$ cat config.mk
export PLATFORM = sky130hd
export DESIGN_NAME = qspi_target_port_flat
export DESIGN_NICKNAME = d
export VERILOG_FILES = /design/src/rtl/qspi_link_pkg.sv /design/src/rtl/qspi_target_port_if.sv /design/src/rtl/qspi_target_port_sync_fifo.sv /design/src/rtl/qspi_target_port.sv /design/src/flat_wrapper.sv
export SDC_FILE = /design/constraint.sdc
export NUM_CORES = 1
export LEC_CHECK = 0
export ABC_AREA = 0
export ABC_CLOCK_PERIOD_IN_PS = 2800
export BUFFER_PORTS_ARGS = -buffer_cell sky130_fd_sc_hd__clkbuf_2
export CORE_MARGIN = 8
export CORE_UTILIZATION = 55
export DETAILED_ROUTE_END_ITERATION = 10
export PLACE_DENSITY = 0.76
export SLEW_MARGIN = 20
export SYNTH_ARGS = -nofsm -noshare
export SYNTH_HDL_FRONTEND = slang
export SYNTH_HIERARCHICAL = 1
export SYNTH_SLANG_ARGS = --single-unit
$ cat constraint.sdc
create_clock -name clk -period 2.8 [get_ports clk]
set_input_delay 0.14 -clock clk [delete_from_list [all_inputs] [get_ports clk]]
set_output_delay 0.14 -clock clk [all_outputs]
set_load 0.1 [all_outputs]
$ cat src/rtl/qspi_link_pkg.sv
// qspi_link_pkg
//   Shared definitions for the target end of the 4-lane nibble link:
//   FSM state encoding, synchronizer depth and the default fill byte.
package qspi_link_pkg;

  typedef enum logic [1:0] {
    ST_IDLE = 2'd0,   // csb high, lanes released
    ST_HI   = 2'd1,   // waiting for the high nibble of a byte
    ST_LO   = 2'd2    // waiting for the low nibble of a byte
  } qspi_state_e;

  localparam int         SYNC_STAGES  = 2;
  localparam logic [7:0] DEFAULT_FILL = 8'hFF;

endpackage

$ cat src/rtl/qspi_target_port_if.sv
// qspi_target_port_if
//   Bundles the link pins, the RX/TX FIFO handshakes and the frame/error
//   status of qspi_target_port.
//   master : environment side (drives link pins, pops RX, pushes TX)
//   slave  : qspi_target_port itself
interface qspi_target_port_if;
  logic       qspi_csb;
  logic       qspi_sck;
  logic [3:0] qspi_io_in;
  logic [3:0] qspi_io_out;
  logic [3:0] qspi_io_oe;
  logic [7:0] rx_data;
  logic       rx_valid;
  logic       rx_ready;
  logic [7:0] tx_data;
  logic       tx_valid;
  logic       tx_ready;
  logic       frame_active;
  logic       frame_done;
  logic [3:0] frame_bytes;
  logic       err_rx_overflow;
  logic       err_tx_underflow;
  logic       err_partial;
  logic       err_clear;

  modport master (
    output qspi_csb, qspi_sck, qspi_io_in, rx_ready, tx_data, tx_valid, err_clear,
    input  qspi_io_out, qspi_io_oe, rx_data, rx_valid, tx_ready,
           frame_active, frame_done, frame_bytes,
           err_rx_overflow, err_tx_underflow, err_partial
  );

  modport slave (
    input  qspi_csb, qspi_sck, qspi_io_in, rx_ready, tx_data, tx_valid, err_clear,
    output qspi_io_out, qspi_io_oe, rx_data, rx_valid, tx_ready,
           frame_active, frame_done, frame_bytes,
           err_rx_overflow, err_tx_underflow, err_partial
  );
endinterface

$ cat src/rtl/qspi_target_port_sync_fifo.sv
// sync_fifo
//   Single-clock FIFO with register storage. Pointers carry one extra
//   wrap bit so full/empty are unambiguous. A push into a full FIFO is
//   accepted when a pop happens in the same cycle.
//   i_push/i_wdata : write request      o_full  : no free entry
//   i_pop          : read request       o_empty : no valid entry
//   o_rdata        : entry at the head (0 after reset)
module sync_fifo #(
  parameter int WIDTH = 8,
  parameter int DEPTH = 8
) (
  input  logic             clk,
  input  logic             reset,
  input  logic             i_push,
  input  logic [WIDTH-1:0] i_wdata,
  input  logic             i_pop,
  output logic [WIDTH-1:0] o_rdata,
  output logic             o_empty,
  output logic             o_full
);
  localparam int          AW      = $clog2(DEPTH);
  localparam logic [AW:0] PTR_ONE = {{AW{1'b0}}, 1'b1};

  logic [DEPTH-1:0][WIDTH-1:0] r_mem;
  logic [AW:0]                 r_wptr, r_rptr;
  logic                        w_do_push, w_do_pop;

  assign o_empty   = (r_wptr == r_rptr);
  assign o_full    = (r_wptr[AW] != r_rptr[AW]) && (r_wptr[AW-1:0] == r_rptr[AW-1:0]);
  assign w_do_pop  = i_pop & ~o_empty;
  // when full, the slot being written is the one being popped this cycle
  assign w_do_push = i_push & (~o_full | w_do_pop);
  assign o_rdata   = r_mem[r_rptr[AW-1:0]];

  always_ff @(posedge clk or posedge reset) begin
    if (reset) begin
      r_mem  <= '0;
      r_wptr <= '0;
      r_rptr <= '0;
    end else begin
      if (w_do_push) begin
        r_mem[r_wptr[AW-1:0]] <= i_wdata;
        r_wptr                <= r_wptr + PTR_ONE;
      end
      if (w_do_pop) r_rptr <= r_rptr + PTR_ONE;
    end
  end
endmodule

$ cat src/rtl/qspi_target_port.sv
// qspi_target_port
//   Target end of the 4-lane nibble link. Link pins are synchronized into
//   clk, sck rises (qualified by csb low) clock nibbles in high-first, and
//   each complete byte is pushed into the RX FIFO. For every byte one
//   response byte is popped from the TX FIFO (FILL_BYTE when empty) and
//   presented on the return lanes, high nibble then low nibble.
//   clk, reset : system clock, async active-high reset
//   bus        : link pins, RX/TX FIFO handshakes, frame status, sticky errors
module qspi_target_port
  import qspi_link_pkg::*;
#(
  parameter int         RX_DEPTH  = 8,
  parameter int         TX_DEPTH  = 8,
  parameter logic [7:0] FILL_BYTE = DEFAULT_FILL
) (
  input  logic              clk,
  input  logic              reset,
  qspi_target_port_if.slave bus
);
  // ---- synchronizers: shift registers, oldest stage is the synced value
  logic [SYNC_STAGES-1:0]      r_csb_sync, r_sck_sync;
  logic [SYNC_STAGES-1:0][3:0] r_io_sync;
  logic                        r_csb_d, r_sck_d;
  logic                        w_csb, w_sck;
  logic [3:0]                  w_io;

  always_ff @(posedge clk or posedge reset) begin
    if (reset) begin
      r_csb_sync <= '1;
      r_sck_sync <= '0;
      r_io_sync  <= '0;
      r_csb_d    <= 1'b1;
      r_sck_d    <= 1'b0;
    end else begin
      r_csb_sync <= {r_csb_sync[SYNC_STAGES-2:0], bus.qspi_csb};
      r_sck_sync <= {r_sck_sync[SYNC_STAGES-2:0], bus.qspi_sck};
      r_io_sync  <= {r_io_sync[SYNC_STAGES-2:0], bus.qspi_io_in};
      r_csb_d    <= w_csb;
      r_sck_d    <= w_sck;
    end
  end

  assign w_csb = r_csb_sync[SYNC_STAGES-1];
  assign w_sck = r_sck_sync[SYNC_STAGES-1];
  assign w_io  = r_io_sync[SYNC_STAGES-1];

  logic w_sck_rise, w_csb_rise, w_csb_fall;
  // a csb rise in the same cycle masks the sck rise through ~w_csb
  assign w_sck_rise = w_sck & ~r_sck_d & ~w_csb;
  assign w_csb_rise = w_csb & ~r_csb_d;
  assign w_csb_fall = ~w_csb & r_csb_d;

  // ---- FSM
  qspi_state_e r_state, w_nxt;
  logic        w_start, w_take_hi, w_take_lo, w_end;

  always_ff @(posedge clk or posedge reset) begin
    if (reset) r_state <= ST_IDLE;
    else       r_state <= w_nxt;
  end

  always_comb begin
    w_nxt     = r_state;
    w_start   = 1'b0;
    w_take_hi = 1'b0;
    w_take_lo = 1'b0;
    w_end     = 1'b0;
    if (w_csb_rise) begin
      w_end = 1'b1;
      w_nxt = ST_IDLE;
    end else begin
      case (r_state)
        ST_IDLE: if (w_csb_fall) begin w_start   = 1'b1; w_nxt = ST_HI; end
        ST_HI:   if (w_sck_rise) begin w_take_hi = 1'b1; w_nxt = ST_LO; end
        ST_LO:   if (w_sck_rise) begin w_take_lo = 1'b1; w_nxt = ST_HI; end
        default: w_nxt = ST_IDLE;
      endcase
    end
  end

  // ---- FIFOs
  logic [7:0] w_rx_rdata, w_tx_rdata;
  logic       w_rx_empty, w_rx_full, w_tx_empty, w_tx_full, w_rx_pop;
  logic [3:0] r_nib_hi;

  assign w_rx_pop = bus.rx_ready & ~w_rx_empty;

  sync_fifo #(.WIDTH(8), .DEPTH(RX_DEPTH)) u_rx_fifo (
    .clk     (clk),
    .reset   (reset),
    .i_push  (w_take_lo),
    .i_wdata ({r_nib_hi, w_io}),
    .i_pop   (w_rx_pop),
    .o_rdata (w_rx_rdata),
    .o_empty (w_rx_empty),
    .o_full  (w_rx_full)
  );

  sync_fifo #(.WIDTH(8), .DEPTH(TX_DEPTH)) u_tx_fifo (
    .clk     (clk),
    .reset   (reset),
    .i_push  (bus.tx_valid),
    .i_wdata (bus.tx_data),
    .i_pop   (w_take_hi),
    .o_rdata (w_tx_rdata),
    .o_empty (w_tx_empty),
    .o_full  (w_tx_full)
  );

  assign bus.rx_data  = w_rx_rdata;
  assign bus.rx_valid = ~w_rx_empty;
  assign bus.tx_ready = ~w_tx_full;

  // ---- datapath: response lanes trail the capture by one cycle
  logic [7:0] r_resp;
  logic       r_ld_hi, r_ld_lo;
  logic [3:0] r_io_out, r_io_oe, r_bytes;
  logic       r_done, r_ovf, r_udf, r_part;

  always_ff @(posedge clk or posedge reset) begin
    if (reset) begin
      r_nib_hi <= '0;
      r_resp   <= '0;
      r_ld_hi  <= 1'b0;
      r_ld_lo  <= 1'b0;
      r_io_out <= '0;
      r_io_oe  <= '0;
      r_bytes  <= '0;
      r_done   <= 1'b0;
      r_ovf    <= 1'b0;
      r_udf    <= 1'b0;
      r_part   <= 1'b0;
    end else begin
      r_ld_hi <= w_take_hi;
      r_ld_lo <= w_take_lo;
      r_done  <= w_end;

      if (w_take_hi) begin
        r_nib_hi <= w_io;
        r_resp   <= w_tx_empty ? FILL_BYTE : w_tx_rdata;
      end

      if (w_end) begin
        r_io_out <= '0;
        r_io_oe  <= '0;
      end else begin
        if (w_start) r_io_oe  <= 4'hF;
        if (r_ld_hi)      r_io_out <= r_resp[7:4];
        else if (r_ld_lo) r_io_out <= r_resp[3:0];
      end

      if (w_start)                           r_bytes <= '0;
      else if (w_take_lo && r_bytes != 4'hF) r_bytes <= r_bytes + 4'd1;

      if (bus.err_clear) begin
        r_ovf  <= 1'b0;
        r_udf  <= 1'b0;
        r_part <= 1'b0;
      end else begin
        if (w_take_hi && w_tx_empty)            r_udf  <= 1'b1;
        if (w_take_lo && w_rx_full && !w_rx_pop) r_ovf <= 1'b1;
        if (w_end && r_state == ST_LO)          r_part <= 1'b1;
      end
    end
  end

  assign bus.qspi_io_out      = r_io_out;
  assign bus.qspi_io_oe       = r_io_oe;
  assign bus.frame_active     = ~w_csb;
  assign bus.frame_done       = r_done;
  assign bus.frame_bytes      = r_bytes;
  assign bus.err_rx_overflow  = r_ovf;
  assign bus.err_tx_underflow = r_udf;
  assign bus.err_partial      = r_part;
endmodule

$ cat src/flat_wrapper.sv
// flat-port wrapper written by rule: the top's interface ports become plain ports
module qspi_target_port_flat import qspi_link_pkg::*;
#(
  parameter int         RX_DEPTH  = 8,
  parameter int         TX_DEPTH  = 8,
  parameter logic [7:0] FILL_BYTE = DEFAULT_FILL
)
  (clk, reset, bus_qspi_csb, bus_qspi_sck, bus_qspi_io_in, bus_rx_ready, bus_tx_data, bus_tx_valid, bus_err_clear, bus_qspi_io_out, bus_qspi_io_oe, bus_rx_data, bus_rx_valid, bus_tx_ready, bus_frame_active, bus_frame_done, bus_frame_bytes, bus_err_rx_overflow, bus_err_tx_underflow, bus_err_partial);
  qspi_target_port_if bus_i ();
  input  logic clk;
  input  logic reset;
  input wire logic [$bits(bus_i.qspi_csb)-1:0] bus_qspi_csb;
  input wire logic [$bits(bus_i.qspi_sck)-1:0] bus_qspi_sck;
  input wire logic [$bits(bus_i.qspi_io_in)-1:0] bus_qspi_io_in;
  input wire logic [$bits(bus_i.rx_ready)-1:0] bus_rx_ready;
  input wire logic [$bits(bus_i.tx_data)-1:0] bus_tx_data;
  input wire logic [$bits(bus_i.tx_valid)-1:0] bus_tx_valid;
  input wire logic [$bits(bus_i.err_clear)-1:0] bus_err_clear;
  output wire logic [$bits(bus_i.qspi_io_out)-1:0] bus_qspi_io_out;
  output wire logic [$bits(bus_i.qspi_io_oe)-1:0] bus_qspi_io_oe;
  output wire logic [$bits(bus_i.rx_data)-1:0] bus_rx_data;
  output wire logic [$bits(bus_i.rx_valid)-1:0] bus_rx_valid;
  output wire logic [$bits(bus_i.tx_ready)-1:0] bus_tx_ready;
  output wire logic [$bits(bus_i.frame_active)-1:0] bus_frame_active;
  output wire logic [$bits(bus_i.frame_done)-1:0] bus_frame_done;
  output wire logic [$bits(bus_i.frame_bytes)-1:0] bus_frame_bytes;
  output wire logic [$bits(bus_i.err_rx_overflow)-1:0] bus_err_rx_overflow;
  output wire logic [$bits(bus_i.err_tx_underflow)-1:0] bus_err_tx_underflow;
  output wire logic [$bits(bus_i.err_partial)-1:0] bus_err_partial;
  assign bus_i.qspi_csb = bus_qspi_csb;
  assign bus_i.qspi_sck = bus_qspi_sck;
  assign bus_i.qspi_io_in = bus_qspi_io_in;
  assign bus_i.rx_ready = bus_rx_ready;
  assign bus_i.tx_data = bus_tx_data;
  assign bus_i.tx_valid = bus_tx_valid;
  assign bus_i.err_clear = bus_err_clear;
  assign bus_qspi_io_out = bus_i.qspi_io_out;
  assign bus_qspi_io_oe = bus_i.qspi_io_oe;
  assign bus_rx_data = bus_i.rx_data;
  assign bus_rx_valid = bus_i.rx_valid;
  assign bus_tx_ready = bus_i.tx_ready;
  assign bus_frame_active = bus_i.frame_active;
  assign bus_frame_done = bus_i.frame_done;
  assign bus_frame_bytes = bus_i.frame_bytes;
  assign bus_err_rx_overflow = bus_i.err_rx_overflow;
  assign bus_err_tx_underflow = bus_i.err_tx_underflow;
  assign bus_err_partial = bus_i.err_partial;
  qspi_target_port #(.RX_DEPTH(RX_DEPTH), .TX_DEPTH(TX_DEPTH), .FILL_BYTE(FILL_BYTE)) u_core (.clk(clk), .reset(reset), .bus(bus_i));
endmodule
==> impl_metrics.json <==
{
  "layout_setup_ws_ns": 0.207,
  "final-hold-violation-count": 0,
  "routabilityCongestion": 0.772,
  "max_stage_delay_ns": 0.54,
  "first_iter_violations": 323,
  "period_share": 0.926,
  "largestRegisters": "u_core/u_rx_fifo/r_mem: 64 flops, u_core/u_tx_fifo/r_mem: 64 flops, u_core/r_resp: 8 flops",
  "dieArea_um2": 20000,
  "finClkSkew_ns": 0.0106,
  "period_needed_ns": 2.59,
  "dp_slack_ns": 0.213,
  "antenna_found_initial": 1,
  "vdd_drop_max_uv": 609,
  "hpwl_um": 11500,
  "crit_path_end_kind": "register",
  "syn-num-nets": 600,
  "synth_top_cell_by_area": "dfrtp_1",
  "cts.sinks": 187,
  "start_util": 0.553,
  "wl_per_cell_um": 19.8,
  "final_net_count": 679,
  "tightest_slew_ns": 0.967,
  "grt_max_degree": 73,
  "path_max_fanout": 8,
  "clk_path_buf_depth": 2,
  "clk_latency_ns": 0.43,
  "root_buffer": "clkbuf_16",
  "synth_cells": 574,
  "synth_area_um2": 8660,
  "port-buffer-count": 45,
  "grt_pass1_vias": 5505,
  "final_cell_mix": "184 x dfrtp_1, 133 x mux2_2, 45 x clkbuf_2",
  "drt_wl_total_um": 17400,
  "finalHoldWorstSlack_ns": 0.0535,
  "maxCapViolations": 0,
  "crit_buf_inv": 3,
  "drive_above_1_share": 0.475,
  "grt_pass1_wl_um": 29200,
  "overflow": 0,
  "dpl_cell_area_um2": 9260,
  "critical_path_class": "reg2reg",
  "p_leak_nw": 4.70,
  "final_common_cell": "dfrtp_1",
  "top_level_ports": 46,
  "slew_viol_final": 0,
  "final_core_util": 0.637,
  "synth_top_area_frac": 0.532,
  "grt_use_total": 0.187,
  "start_kind": "register",
  "synth_warnings": 6,
  "syn_avg_cell_area_um2": 15.1,
  "layout.cells.non_filler": 881,
  "relSlewSlack": 0.355,
  "h-tree-depth": 4,
  "critical-path-slowest-cell": "dfstp_2",
  "nFillCells": 1146,
  "synth.distinct_cells": 47,
  "vias": 5007,
  "syn_to_final_growth_pct": 15.1,
  "viasPerCell": 5.68,
  "cts_tree": "yes",
  "fmax_mhz": 386,
  "dp.cells": 842,
  "yosys-top-cells-area": "dfrtp_1 53%, mux2_2 17%, mux4_2 8.3%, mux2_4 2.9%, mux2i_1 1.3%",
  "hold_class": "in2reg",
  "tns_ns": 0,
  "crit_arrival_ns": 2.90,
  "fin_area_um2": 9970,
  "p_per_area_nw_per_um2": 970,
  "crit_chain": "inv_2 -> ha_4 -> nor4b_4 -> nand3_2 -> inv_4 -> nor2_2 -> a41oi_2 -> or4b_1 -> buf_4 -> mux2_4",
  "postCtsSetupBuffers": 0,
  "num_rows": 46,
  "crit_family": "simple AND/OR/NAND/NOR gates",
  "ys_async_sr_fraction": 1.00,
  "firstDrtPassIters": 4,
  "cts_buffers": 17,
  "clk_pin_slew_ns": 0.07,
  "die_x_um": 141,
  "antenna_left": 0,
  "crit_required_ns": 3.10,
  "drc": 0,
  "seq_area_frac_synth": 0.541,
  "ys.flop_type": "dfrtp_1",
  "setup_violations": 0,
  "ys_ff_latch": 187,
  "synth_edf_count": 0,
  "die_height_um": 141,
  "status": "complete, no violations",
  "p_total_mw": 9.67,
  "diodes": 0,
  "core_region_area_um2": 15700,
  "grt_setup_unrepaired": "no"
}
-- layout make-up --
cell class                 instances  area [µm²]  share of cell area
sequential                       187        4680               0.470
multi-input combinational        334        3720               0.373
timing repair buffer              85         558              0.0560
clock buffer                      19         443              0.0444
tap                              216         270              0.0271
clock inverter                    12         185              0.0186
inverter                          28         108              0.0108
-- power breakdown --
part | internal [mW] | switching, mW | total, mW | leakage (nW)
sequential | 3.38 | 0.525 | 3.90 | 2.41
clock | 1.53 | 1.02 | 2.55 | 0.305
combinational | 1.59 | 1.62 | 3.22 | 1.99
total | 6.50 | 3.17 | 9.67 | 4.70
-- cell families after synthesis --
group                      Yosys count  synth area share
muxes                              193             0.298
DFF                                187             0.541
and+or+nand+nor                     71            0.0540
buffers and inverters               53            0.0312
AOI/OAI and AO/OA                   37            0.0376
xor gates and xnor gates            26            0.0280
adders and majority gates            7            0.0101
-- routing by layer --
| metal | routed length (µm) | up-vias | part of all wire | track usage |
|---|---|---|---|---|
| met5 | 9 | - | 0.00052 | 0 |
| met2 | 8530 | 94 | 0.49 | 0.304 |
| met4 | 204 | 2 | 0.012 | 0.0520 |
| li1 | - | 2248 | - | - |
| met1 | 7920 | 2644 | 0.45 | 0.248 |
| met3 | 761 | 19 | 0.044 | 0.0430 |
-- synthesized netlist by cell type (4+ instances only) --
library cell / number
nor2_1: 20
dfrtp_1: 184
buf_6: 6
a21oi_1: 4
buf_4: 7
mux2_4: 17
nor2b_1: 5
a211oi_1: 8
mux2i_1: 11
nand3_1: 6
xnor2_1: 12
nor3_1: 4
nand2_1: 11
inv_1: 28
xor2_1: 12
o21ai_0: 4
buf_1: 9
mux2_2: 133
ha_1: 7
mux4_2: 32
-- timing repair --
action,in CTS,in global routing
gates resized for setup,0,0
hold buffers,8,0
endpoints found under the hold margin,44,0
-- path summary, 6_finish.rpt --
path	from	endpoint	slack [ns]	cells past startpoint
hold reg to reg	u_core/r_sck_sync[0]$_DFF_PP0_	u_core/r_sck_sync[1]$_DFF_PP0_	0.35	0
max in group asynchronous	reset	u_core/u_tx_fifo/r_mem[27]$_DFFE_PP0P_	1.65	4
setup reg to reg	u_core/r_csb_d$_DFF_PP1_	u_core/u_tx_fifo/r_mem[7]$_DFFE_PP0P_	0.21	10
min in group asynchronous	reset	u_core/u_rx_fifo/r_mem[0]$_DFFE_PP0P_	0.46	3
setup / recovery	u_core/r_csb_d$_DFF_PP1_	u_core/u_tx_fifo/r_mem[7]$_DFFE_PP0P_	0.21	10
hold / removal	bus_tx_data[6]	u_core/u_tx_fifo/r_mem[6]$_DFFE_PP0P_	0.05	2
Power figures use the tool's default switching activity.
